--- src/rtl/keypad_scan_gen_if.sv ---
// Keypad scanner pin and event-stream bundle.
//   row      : raw row inputs, active-low (keypad -> scanner)
//   col      : column drive, active-low, one-hot-low (scanner -> keypad)
//   code     : FIFO head, {release_flag, row*COLS+col}
//   valid    : FIFO non-empty
//   ready    : consumer accepts head on valid && ready
//   overflow : one-cycle pulse when an event is dropped on a full FIFO
//   busy     : scanner is not in its free-running scan state
// master = scanner side, slave = keypad/consumer side.
interface keypad_scan_gen_if #(
    parameter int ROWS = 4,
    parameter int COLS = 4
);
    localparam int CODE_W = $clog2(ROWS*COLS);

    logic [ROWS-1:0]   row;
    logic [COLS-1:0]   col;
    logic [CODE_W:0]   code;
    logic              valid;
    logic              ready;
    logic              overflow;
    logic              busy;

    modport master (input row, ready, output col, code, valid, overflow, busy);
    modport slave  (output row, ready, input col, code, valid, overflow, busy);
endinterface

--- src/rtl/keypad_scan_gen.sv ---
// Parametrised keypad matrix scanner with debounce and key-event FIFO.
// Drives an active-low column scan, synchronises the rows, debounces a
// press (and its release), and queues key codes for a valid/ready reader.
// Ports:
//   clk  : system clock, rising edge
//   rst  : asynchronous active-high reset
//   bus  : keypad_scan_gen_if.master (row/col pins, code/valid/ready stream,
//          overflow pulse, busy)
// Optional build macro KEYPAD_RELEASE_EVT_EN: also queue release events with
// code[CODE_W] = 1. Without it code[CODE_W] is always 0.
module keypad_scan_gen #(
    parameter int ROWS         = 4,
    parameter int COLS         = 4,
    parameter int SCAN_DIV     = 256,
    parameter int DEBOUNCE_CYC = 1024,
    parameter int FIFO_DEPTH   = 4
) (
    input  logic              clk,
    input  logic              rst,
    keypad_scan_gen_if.master bus
);
    localparam int CODE_W = $clog2(ROWS*COLS);
    localparam int CI_W   = $clog2(COLS);
    localparam int DW_W   = $clog2(SCAN_DIV);
    localparam int DB_W   = $clog2(DEBOUNCE_CYC);
    localparam int PTR_W  = $clog2(FIFO_DEPTH);

    localparam logic [ROWS-1:0] ALL_ONES = '1;
    localparam logic [DW_W-1:0] DW_LAST  = DW_W'(SCAN_DIV-1);
    localparam logic [DB_W-1:0] DB_LAST  = DB_W'(DEBOUNCE_CYC-1);
    localparam logic [CI_W-1:0] COL_LAST = CI_W'(COLS-1);

    typedef enum logic [1:0] {SCAN, DEBOUNCE_P, HELD, DEBOUNCE_R} state_t;

    // ---------------- row synchroniser ----------------
    logic [ROWS-1:0] row_m, s_row;

    always_ff @(posedge clk or posedge rst) begin
        if (rst) begin
            row_m <= '1;
            s_row <= '1;
        end else begin
            row_m <= bus.row;
            s_row <= row_m;
        end
    end

    // ---------------- scan / debounce FSM ----------------
    state_t          state;
    logic [CI_W-1:0] col_idx, nxt_col;
    logic [COLS-1:0] col_q;
    logic [DW_W-1:0] dwell;
    logic [DB_W-1:0] deb_cnt;
    logic [ROWS-1:0] pat_q;
    logic            busy_q;
    logic [CODE_W-1:0] press_key;
    logic            ev_push;
    logic [CODE_W:0] ev_code;

    assign nxt_col = (col_idx == COL_LAST) ? '0 : col_idx + 1'b1;

    // Lowest-index closed row wins; pat_q and col_idx stay frozen from the
    // press through the release, so the same key code serves both events.
    always_comb begin
        press_key = '0;
        for (int r = ROWS-1; r >= 0; r--)
            if (!pat_q[r]) press_key = CODE_W'(r*COLS) + CODE_W'(col_idx);
    end

    always_comb begin
        ev_push = 1'b0;
        ev_code = {1'b0, press_key};
        case (state)
            DEBOUNCE_P: if (s_row == pat_q && deb_cnt == DB_LAST) ev_push = 1'b1;
`ifdef KEYPAD_RELEASE_EVT_EN
            DEBOUNCE_R: if (s_row == ALL_ONES && deb_cnt == DB_LAST) begin
                ev_push = 1'b1;
                ev_code = {1'b1, press_key};
            end
`endif
            default: ;
        endcase
    end

    always_ff @(posedge clk or posedge rst) begin
        if (rst) begin
            state   <= SCAN;
            col_idx <= '0;
            col_q   <= ~COLS'(1);
            dwell   <= '0;
            deb_cnt <= '0;
            pat_q   <= '1;
            busy_q  <= 1'b0;
        end else begin
            case (state)
                SCAN: begin
                    if (dwell == DW_LAST) begin
                        dwell <= '0;
                        if (s_row == ALL_ONES) begin
                            col_idx <= nxt_col;
                            col_q   <= ~(COLS'(1) << nxt_col);
                        end else begin
                            pat_q   <= s_row;
                            deb_cnt <= '0;
                            state   <= DEBOUNCE_P;
                            busy_q  <= 1'b1;
                        end
                    end else begin
                        dwell <= dwell + 1'b1;
                    end
                end
                DEBOUNCE_P: begin
                    if (s_row != pat_q) begin
                        // Bounce: rescan the same column from a fresh dwell.
                        state  <= SCAN;
                        busy_q <= 1'b0;
                        dwell  <= '0;
                    end else if (deb_cnt == DB_LAST) begin
                        state <= HELD;
                    end else begin
                        deb_cnt <= deb_cnt + 1'b1;
                    end
                end
                HELD: begin
                    if (s_row == ALL_ONES) begin
                        deb_cnt <= '0;
                        state   <= DEBOUNCE_R;
                    end
                end
                DEBOUNCE_R: begin
                    if (s_row != ALL_ONES) begin
                        state <= HELD;
                    end else if (deb_cnt == DB_LAST) begin
                        state   <= SCAN;
                        busy_q  <= 1'b0;
                        dwell   <= '0;
                        col_idx <= nxt_col;
                        col_q   <= ~(COLS'(1) << nxt_col);
                    end else begin
                        deb_cnt <= deb_cnt + 1'b1;
                    end
                end
                default: state <= SCAN;
            endcase
        end
    end

    // ---------------- event FIFO ----------------
    logic [CODE_W:0]  mem [FIFO_DEPTH];
    logic [PTR_W-1:0] wr_ptr, rd_ptr, rd_inc;
    logic [PTR_W:0]   count, count_nxt, remain;
    logic [CODE_W:0]  code_q;
    logic             valid_q, ovf_q, full, do_pop, do_push;

    assign full      = (count == (PTR_W+1)'(FIFO_DEPTH));
    assign do_pop    = valid_q && bus.ready;
    // A full FIFO still takes a push when the head leaves in the same cycle.
    assign do_push   = ev_push && (!full || do_pop);
    assign rd_inc    = rd_ptr + 1'b1;
    assign remain    = count - (PTR_W+1)'(do_pop);
    assign count_nxt = remain + (PTR_W+1)'(do_push);

    always_ff @(posedge clk) begin
        if (do_push) mem[wr_ptr] <= ev_code;
    end

    always_ff @(posedge clk or posedge rst) begin
        if (rst) begin
            wr_ptr  <= '0;
            rd_ptr  <= '0;
            count   <= '0;
            code_q  <= '0;
            valid_q <= 1'b0;
            ovf_q   <= 1'b0;
        end else begin
            ovf_q   <= ev_push && full && !do_pop;
            count   <= count_nxt;
            valid_q <= (count_nxt != '0);
            if (do_push) wr_ptr <= wr_ptr + 1'b1;
            if (do_pop)  rd_ptr <= rd_inc;
            // Head register: take the new event directly when it lands in an
            // otherwise empty queue, else follow the read pointer on a pop.
            if (do_push && remain == '0)
                code_q <= ev_code;
            else if (do_pop && remain != '0)
                code_q <= mem[rd_inc];
        end
    end

    assign bus.col      = col_q;
    assign bus.code     = code_q;
    assign bus.valid    = valid_q;
    assign bus.overflow = ovf_q;
    assign bus.busy     = busy_q;
endmodule

--- src/flat_wrapper.sv ---
// flat-port wrapper written by rule: the top's interface ports become plain ports
module keypad_scan_gen_flat 
#(
    parameter int ROWS         = 4,
    parameter int COLS         = 4,
    parameter int SCAN_DIV     = 256,
    parameter int DEBOUNCE_CYC = 1024,
    parameter int FIFO_DEPTH   = 4
)
  (clk, rst, bus_row, bus_ready, bus_col, bus_code, bus_valid, bus_overflow, bus_busy);
  keypad_scan_gen_if #(.ROWS(ROWS), .COLS(COLS)) bus_i ();
  input  logic clk;
  input  logic rst;
  input wire logic [$bits(bus_i.row)-1:0] bus_row;
  input wire logic [$bits(bus_i.ready)-1:0] bus_ready;
  output wire logic [$bits(bus_i.col)-1:0] bus_col;
  output wire logic [$bits(bus_i.code)-1:0] bus_code;
  output wire logic [$bits(bus_i.valid)-1:0] bus_valid;
  output wire logic [$bits(bus_i.overflow)-1:0] bus_overflow;
  output wire logic [$bits(bus_i.busy)-1:0] bus_busy;
  assign bus_i.row = bus_row;
  assign bus_i.ready = bus_ready;
  assign bus_col = bus_i.col;
  assign bus_code = bus_i.code;
  assign bus_valid = bus_i.valid;
  assign bus_overflow = bus_i.overflow;
  assign bus_busy = bus_i.busy;
  keypad_scan_gen #(.ROWS(ROWS), .COLS(COLS), .SCAN_DIV(SCAN_DIV), .DEBOUNCE_CYC(DEBOUNCE_CYC), .FIFO_DEPTH(FIFO_DEPTH)) u_core (.clk(clk), .rst(rst), .bus(bus_i));
endmodule
--- config.mk ---
export PLATFORM = sky130hd
export DESIGN_NAME = keypad_scan_gen_flat
export DESIGN_NICKNAME = d
export VERILOG_FILES = /design/src/rtl/keypad_scan_gen_if.sv /design/src/rtl/keypad_scan_gen.sv /design/src/flat_wrapper.sv
export SDC_FILE = /design/constraint.sdc
export NUM_CORES = 1
export LEC_CHECK = 0
export ABC_CLOCK_PERIOD_IN_PS = 4320
export BUFFER_PORTS_ARGS = -buffer_cell sky130_fd_sc_hd__buf_4
export CORE_UTILIZATION = 32
export DETAILED_ROUTE_END_ITERATION = 7
export PLACE_DENSITY_LB_ADDON = 0.12
export RECOVER_POWER = 100
export SYNTH_ARGS = -nofsm -noshare
export SYNTH_HDL_FRONTEND = slang
export SYNTH_SLANG_ARGS = --single-unit
--- constraint.sdc ---
create_clock -name clk -period 4.32 [get_ports clk]
set_input_delay 0.864 -clock clk [delete_from_list [all_inputs] [get_ports clk]]
set_output_delay 0.864 -clock clk [all_outputs]
set_load 0.01 [all_outputs]
==> results.sh, run 1 <==
export IMPL_setup_tns_ns=0
export IMPL_clockBufferDepth=2
export IMPL_first_pass_iters=4
export IMPL_required_ns=4.59
export IMPL_fin_crit_sh_pct=76.7
export IMPL_drive_above_1_share_pct=15.4
export IMPL_pwr_share_comb_pct=12.1
export IMPL_worst_setup_path_type="reg -> reg"
export IMPL_clock_root_buffer="clkbuf_8"
export IMPL_cts_sinks=68
export IMPL_synth_nets=314
export IMPL_crit_arrival_ns=3.59
export IMPL_critPathSlowestCell="nor4b_1"
export IMPL_syn_area_sq_um=3300
export IMPL_fin_cells=452
export IMPL_grt_pass1_wl_um=10900
export IMPL_clkLatencyLatePin_ns=0.35
export IMPL_vias=2206
export IMPL_cp_cell_sequence="ha_1 > nand4_1 > nor4b_1 > a211oi_1 > or4_1 > a21oi_1"
export IMPL_core_region_area_sq_um=9910
export IMPL_nets=335
export IMPL_antenna_left=0
export IMPL_postLayoutCoreUtil_pct=37.4
export IMPL_syn_inst=293
export IMPL_numPortBuffers=17
export IMPL_pin_count=19
export IMPL_wl_um=6230
export IMPL_hp_class="reg -> reg"
export IMPL_power_density_nw_per_um2=391
export IMPL_grt_pass1_vias=2178
export IMPL_path_max_fanout=20
export IMPL_crit_buf_inv=0
export IMPL_finalInstanceArea_sq_um=3700
export IMPL_p_sw_mw=0.391
export IMPL_syn2layout_area_growth_pct=12.1
export IMPL_pwr_share_clk_pct=36.6
export IMPL_grt_busiest_layer="met2"
export IMPL_worst_pin_slew_ns=2.00
export IMPL_yosys_warnings=0
export IMPL_max_slew_margin_pct=-34.4
export IMPL_post_route_min_period_ns=3.31
export IMPL_rsz0062_at_grt="no"
export IMPL_setup_viol=0
export IMPL_hold_viol=0
export IMPL_synth_cell_types=52
export IMPL_grt_met1_usage_pct=17.2
export IMPL_grt_usage_pct=12.8
export IMPL_start_util_pct=33.3
export IMPL_internal_power_mw=1.06
export IMPL_wl_per_cell_um=13.8
export IMPL_yosysMostFrequentCell="dfrtp_1"
export IMPL_vdd_drop_max_mv=0.142
export IMPL_cts_inserted_buffers=9
export IMPL_cts_htree_levels=3
export IMPL_dp_cells=436
export IMPL_drc_errors=0
export IMPL_dp_hpwl_um=4430
export IMPL_synthFlopType="dfrtp_1"
export IMPL_antenna_found_initial=0
export IMPL_grt_overflow_total=0
export IMPL_ys_seq_area_share_pct=54.5
export IMPL_violations="max-capacitance violations, max-slew violations"
export IMPL_syn_area_per_cell_sq_um=11.3
export IMPL_synth_seq_cells=68
export IMPL_cts_clk_slew_worst_paths_ns=0.08
export IMPL_synth_common_cells="37 x dfrtp_1, 32 x nand2_1, 18 x o21ai_0, 17 x nand3_1"
export IMPL_fp_dieH_um=104
export IMPL_yosys_area_top_type="dfrtp_1"
export IMPL_fillCellCount=1005
export IMPL_synth_top_area_share_pct=28.0
export IMPL_max_freq_mhz=302
export IMPL_status="finished with violations"
export IMPL_cts_setup_buffers=0
export IMPL_power_leakage_nw=1.50
export IMPL_met2_usage_pct=18.7
export IMPL_antenna_cells=0
export IMPL_cp_start_kind="register"
export IMPL_power_share_sequential_pct=51.3
export IMPL_synth_area_top_cells="dfrtp_1 28%, edfxtp_1 15%, dfstp_2 12%"
export IMPL_slew_viol_final=60
export IMPL_place_gp_congestion=0.742
export IMPL_fin_worst_skew_ns=0.0135
export IMPL_ctsResizeCount=0
export IMPL_placed_area_sq_um=3570
export IMPL_critPathCaptureType="register"
export IMPL_dieArea_sq_um=10700
export IMPL_critical_path_top_delay_family="simple AND/OR/NAND/NOR gates"
export IMPL_switching_share_pct=27.0
export IMPL_dieWidth_um=104
export IMPL_use_met3_pct=3.21
export IMPL_max_cap_violations=2
export IMPL_drt_iter0_drc=97
export IMPL_cts_tree="done"
export IMPL_synth_async_reset_ratio_pct=76.5
export IMPL_ctsHoldBuffers=0
export IMPL_rows=36
export IMPL_synth_edf_count=16
export IMPL_via_per_inst=4.88
export IMPL_cp_slowest_stage_delay_ns=1.02
export IMPL_grt_max_degree=39
path summary, 6_finish.rpt:
check | start | end | slack, ns | cells after the start
max in group asynchronous | rst | u_core.col_idx[1] | 2.01 | 3
setup reg to reg | u_core.dwell[0] | u_core.deb_cnt[3] | 1.01 | 6
setup / recovery | u_core.dwell[0] | u_core.deb_cnt[3] | 1.01 | 6
hold / removal | u_core.row_m[0] | u_core.s_row[0] | 0.36 | 0
hold reg to reg | u_core.row_m[0] | u_core.s_row[0] | 0.36 | 0
min in group asynchronous | rst | u_core.rd_ptr[1] | 0.96 | 2
per-stage QoR:
stage / total power [mW] / hold slack, ns / worst slack [ns]
5_1_grt: 1.52 / 0.363 / 0.675
4_1_cts: 1.48 / 0.359 / 1.45
3_5_place_dp: 0.946 / 0.347 / 1.45
2_1_floorplan: 0.887 / 0.345 / 1.91
3_3_place_gp: 0.946 / 0.348 / 1.55
6_report: 1.45 / 0.358 / 1.01
cell families after synthesis:
kind of cell    Yosys count  share of synthesized area, %
buf+inv                  23                          3.10
mux                      11                          5.07
compound gates           51                          10.0
simple gates            115                          19.2
fa+ha+maj                14                          5.30
flops                    68                          54.5
other cells               1                         0.113
xor+xnor                 10                          2.65
flip-flops by register name (all words and copies together) (netlist names), 3 cells and up:
signal	count
u_core.deb_cnt	10
u_core.mem	16
u_core.bus.col	4
u_core.count	3
u_core.dwell	8
u_core.bus.code	4
u_core.pat_q	4
u_core.row_m	4
u_core.s_row	4
metal layers:
metal	vias to the layer above	part of all wire, %
met5	-	0
met4	0	2.4
met3	11	3.1
met2	35	43
met1	1053	51
li1	1107	-
layout make-up:
type                    instances  area (sq um)  area share [%]
clock inverters                 4          30.0           0.811
repair buffers                 19          93.8            2.53
multi-input cells             202          1380            37.4
flip-flops and latches         68          1800            48.6
clock buffers                  12           178            4.80
well taps                     133           166            4.49
inverters                      14          52.6            1.42
power groups by stage:
stage	Combinational [mW]	Clock [mW]	Sequential [mW]
6_report	0.176	0.530	0.744
5_1_grt	0.196	0.572	0.753
4_1_cts	0.188	0.549	0.747
3_5_place_dp	0.187	0	0.759
3_3_place_gp	0.185	0	0.761
2_1_floorplan	0.145	0	0.743
cells in the final DEF (no fill, tap or decap), types with 3 or more instances in the layout:
master / instances
dfrtp_1: 37
nand2_1: 32
o21ai_0: 18
nand3_1: 17
nor2_1: 16
edfxtp_1: 16
inv_1: 14
ha_1: 14
clkbuf_1: 14
dfstp_2: 12
xnor2_1: 9
clkbuf_8: 9
a21oi_1: 8
nand4_1: 7
nor3_1: 7
or3_1: 7
mux2_2: 6
and2_0: 6
clkbuf_4: 6
o31ai_1: 5
or4_1: 4
mux4_2: 4
nor4_1: 3
a211oi_1: 3
o21a_1: 3
nand2b_1: 3
dfstp_1: 3
Power figures use the tool's default switching activity.
==> run 2: changes to the inputs <==
- ABC_CLOCK_PERIOD_IN_PS: 4320 -> 3200
- clock period: 4.32 -> 3.2 ns (I/O delays scaled with it)
==> results.sh, run 2 (synthesized netlist as in run 1, its figures left out) <==
export IMPL_status="completed"
export IMPL_cts_inserted_buffers=9
export IMPL_drt_iter0_drc=106
export IMPL_clockBufferDepth=2
export IMPL_final_seq_area_sq_um=1800
export IMPL_crit_arrival_ns=2.94
export IMPL_multi_input_area_sq_um=1390
export IMPL_ctsResizeCount=0
export IMPL_wl_um=6390
export IMPL_grt_overflow_total=0
export IMPL_ctsHoldBuffers=0
export IMPL_power_density_nw_per_um2=526
export IMPL_grt_pass1_wl_um=10700
export IMPL_mostFrequentLayoutCells="37 x dfrtp_1, 32 x nand2_1, 18 x o21ai_0, 17 x nand3_1"
export IMPL_cts_htree_levels=3
export IMPL_worst_setup_path_type="reg -> reg"
export IMPL_fin_worst_skew_ns=0.00833
export IMPL_grt_max_degree=25
export IMPL_via_per_inst=4.83
export IMPL_dp_hpwl_um=4680
export IMPL_cts_clk_slew_worst_paths_ns=0.08
export IMPL_clock_root_buffer="clkbuf_8"
export IMPL_vdd_drop_max_mv=0.171
export IMPL_worst_pin_slew_ns=1.08
export IMPL_power_leakage_nw=1.50
export IMPL_vias=2201
export IMPL_dieWidth_um=104
export IMPL_cp_cell_sequence="ha_1 > nand2_1 > nor4_4 > nand3_1 > a21oi_1 > clkbuf_1 > ha_1 > ha_1 > or3_1"
export IMPL_start_util_pct=33.3
export IMPL_reg_top3="u_core.mem (16), u_core.deb_cnt (10), u_core.dwell (8)"
export IMPL_clkLatencyLatePin_ns=0.35
export IMPL_wl_per_cell_um=14.0
export IMPL_postLayoutCoreUtil_pct=37.6
export IMPL_critPathCaptureType="register"
export IMPL_numPortBuffers=17
export IMPL_antenna_left=0
export IMPL_crit_buf_inv=1
export IMPL_required_ns=3.43
export IMPL_max_freq_mhz=369
export IMPL_path_max_fanout=7
export IMPL_top_register="u_core.mem"
export IMPL_drc_errors=0
export IMPL_dieArea_sq_um=10700
export IMPL_antenna_found_initial=0
export IMPL_core_region_area_sq_um=9910
export IMPL_grt_usage_pct=12.9
export IMPL_fin_crit_sh_pct=84.7
export IMPL_cp_start_kind="register"
export IMPL_cts_setup_buffers=0
export IMPL_fillCellCount=984
export IMPL_cts_sinks=68
export IMPL_post_route_min_period_ns=2.71
export IMPL_cp_common_cell="ha_1"
export IMPL_max_slew_margin_pct=27.6
export IMPL_rrSetupSlack_ns=0.49
export IMPL_nets=339
export IMPL_setup_viol=0
export IMPL_hold_viol=0
export IMPL_rows=36
export IMPL_hp_class="reg -> reg"
export IMPL_first_pass_iters=4
export IMPL_whs_ns=0.357
export IMPL_slew_viol_final=0
export IMPL_grt_pass1_vias=2088
export IMPL_critPathSlowestCell="nor4_4"
export IMPL_drive_above_1_share_pct=16.4
export IMPL_pin_count=19
export IMPL_rsz0062_at_grt="no"
export IMPL_cp_slowest_stage_delay_ns=0.44
export IMPL_antenna_cells=0
export IMPL_cts_tree="done"
export IMPL_syn2layout_area_growth_pct=12.7
export IMPL_fp_dieH_um=104
export IMPL_final_common_cell="dfrtp_1"
export IMPL_largest_register_ffs=16
export IMPL_critical_path_top_delay_family="simple AND/OR/NAND/NOR gates"
export IMPL_place_gp_congestion=0.767
export IMPL_max_cap_violations=0
export IMPL_setup_tns_ns=0
## run 2: where the power goes
group          leakage [nW]  switching, mW  internal (mW)
clock                0.0958          0.346          0.363
combinational         0.582          0.134          0.111
sequential            0.827         0.0634          0.943
total                  1.50          0.543           1.42
## run 2: layer usage
layer / up-vias / global-route usage (%) / share of wire [%]
met4: 0 / 5.90 / 1.5
met3: 7 / 3.78 / 3.0
met2: 34 / 18.4 / 44
li1: 1112 / - / -
met1: 1048 / 17.9 / 52
met5: - / 0 / 0
## run 2: metrics by stage
step | power [mW] | std cells | setup slack, ns | area [sq um]
after floorplan | 1.20 | 293 | 0.792 | 3300
after global placement | 1.28 | 440 | 0.691 | 3600
after detailed placement | 1.29 | 440 | 0.594 | 3600
after CTS | 2.01 | 456 | 0.625 | 3800
after global routing | 2.07 | 456 | 0.200 | 3720
final | 1.96 | 456 | 0.489 | 3720
## run 2: final timing paths
check,from,endpoint,depth (start not counted)
setup reg to reg,u_core.deb_cnt[0],u_core.bus.valid,9
min in group asynchronous,rst,u_core.bus.code[1],2
hold / removal,u_core.row_m[3],u_core.s_row[3],0
hold reg to reg,u_core.row_m[3],u_core.s_row[3],0
max in group asynchronous,rst,u_core.dwell[0],3
setup / recovery,u_core.deb_cnt[0],u_core.bus.valid,9
## run 2: final cells by class
class,instances,share of cell area [%]
clock buffer,9,3.33
multi-input combinational,202,37.3
timing repair buffer,23,3.12
tap,133,4.47
sequential,68,48.3
inverter,14,1.41
clock inverter,7,2.05
## run 2: worst register-to-register path, cell delays in order, from the launching register on
cell      delay (ns)
dfrtp_1         0.40
ha_1            0.20
nand2_1         0.17
nor4_4          0.45
nand3_1         0.17
a21oi_1         0.14
clkbuf_1        0.26
ha_1            0.20
ha_1            0.24
or3_1           0.36
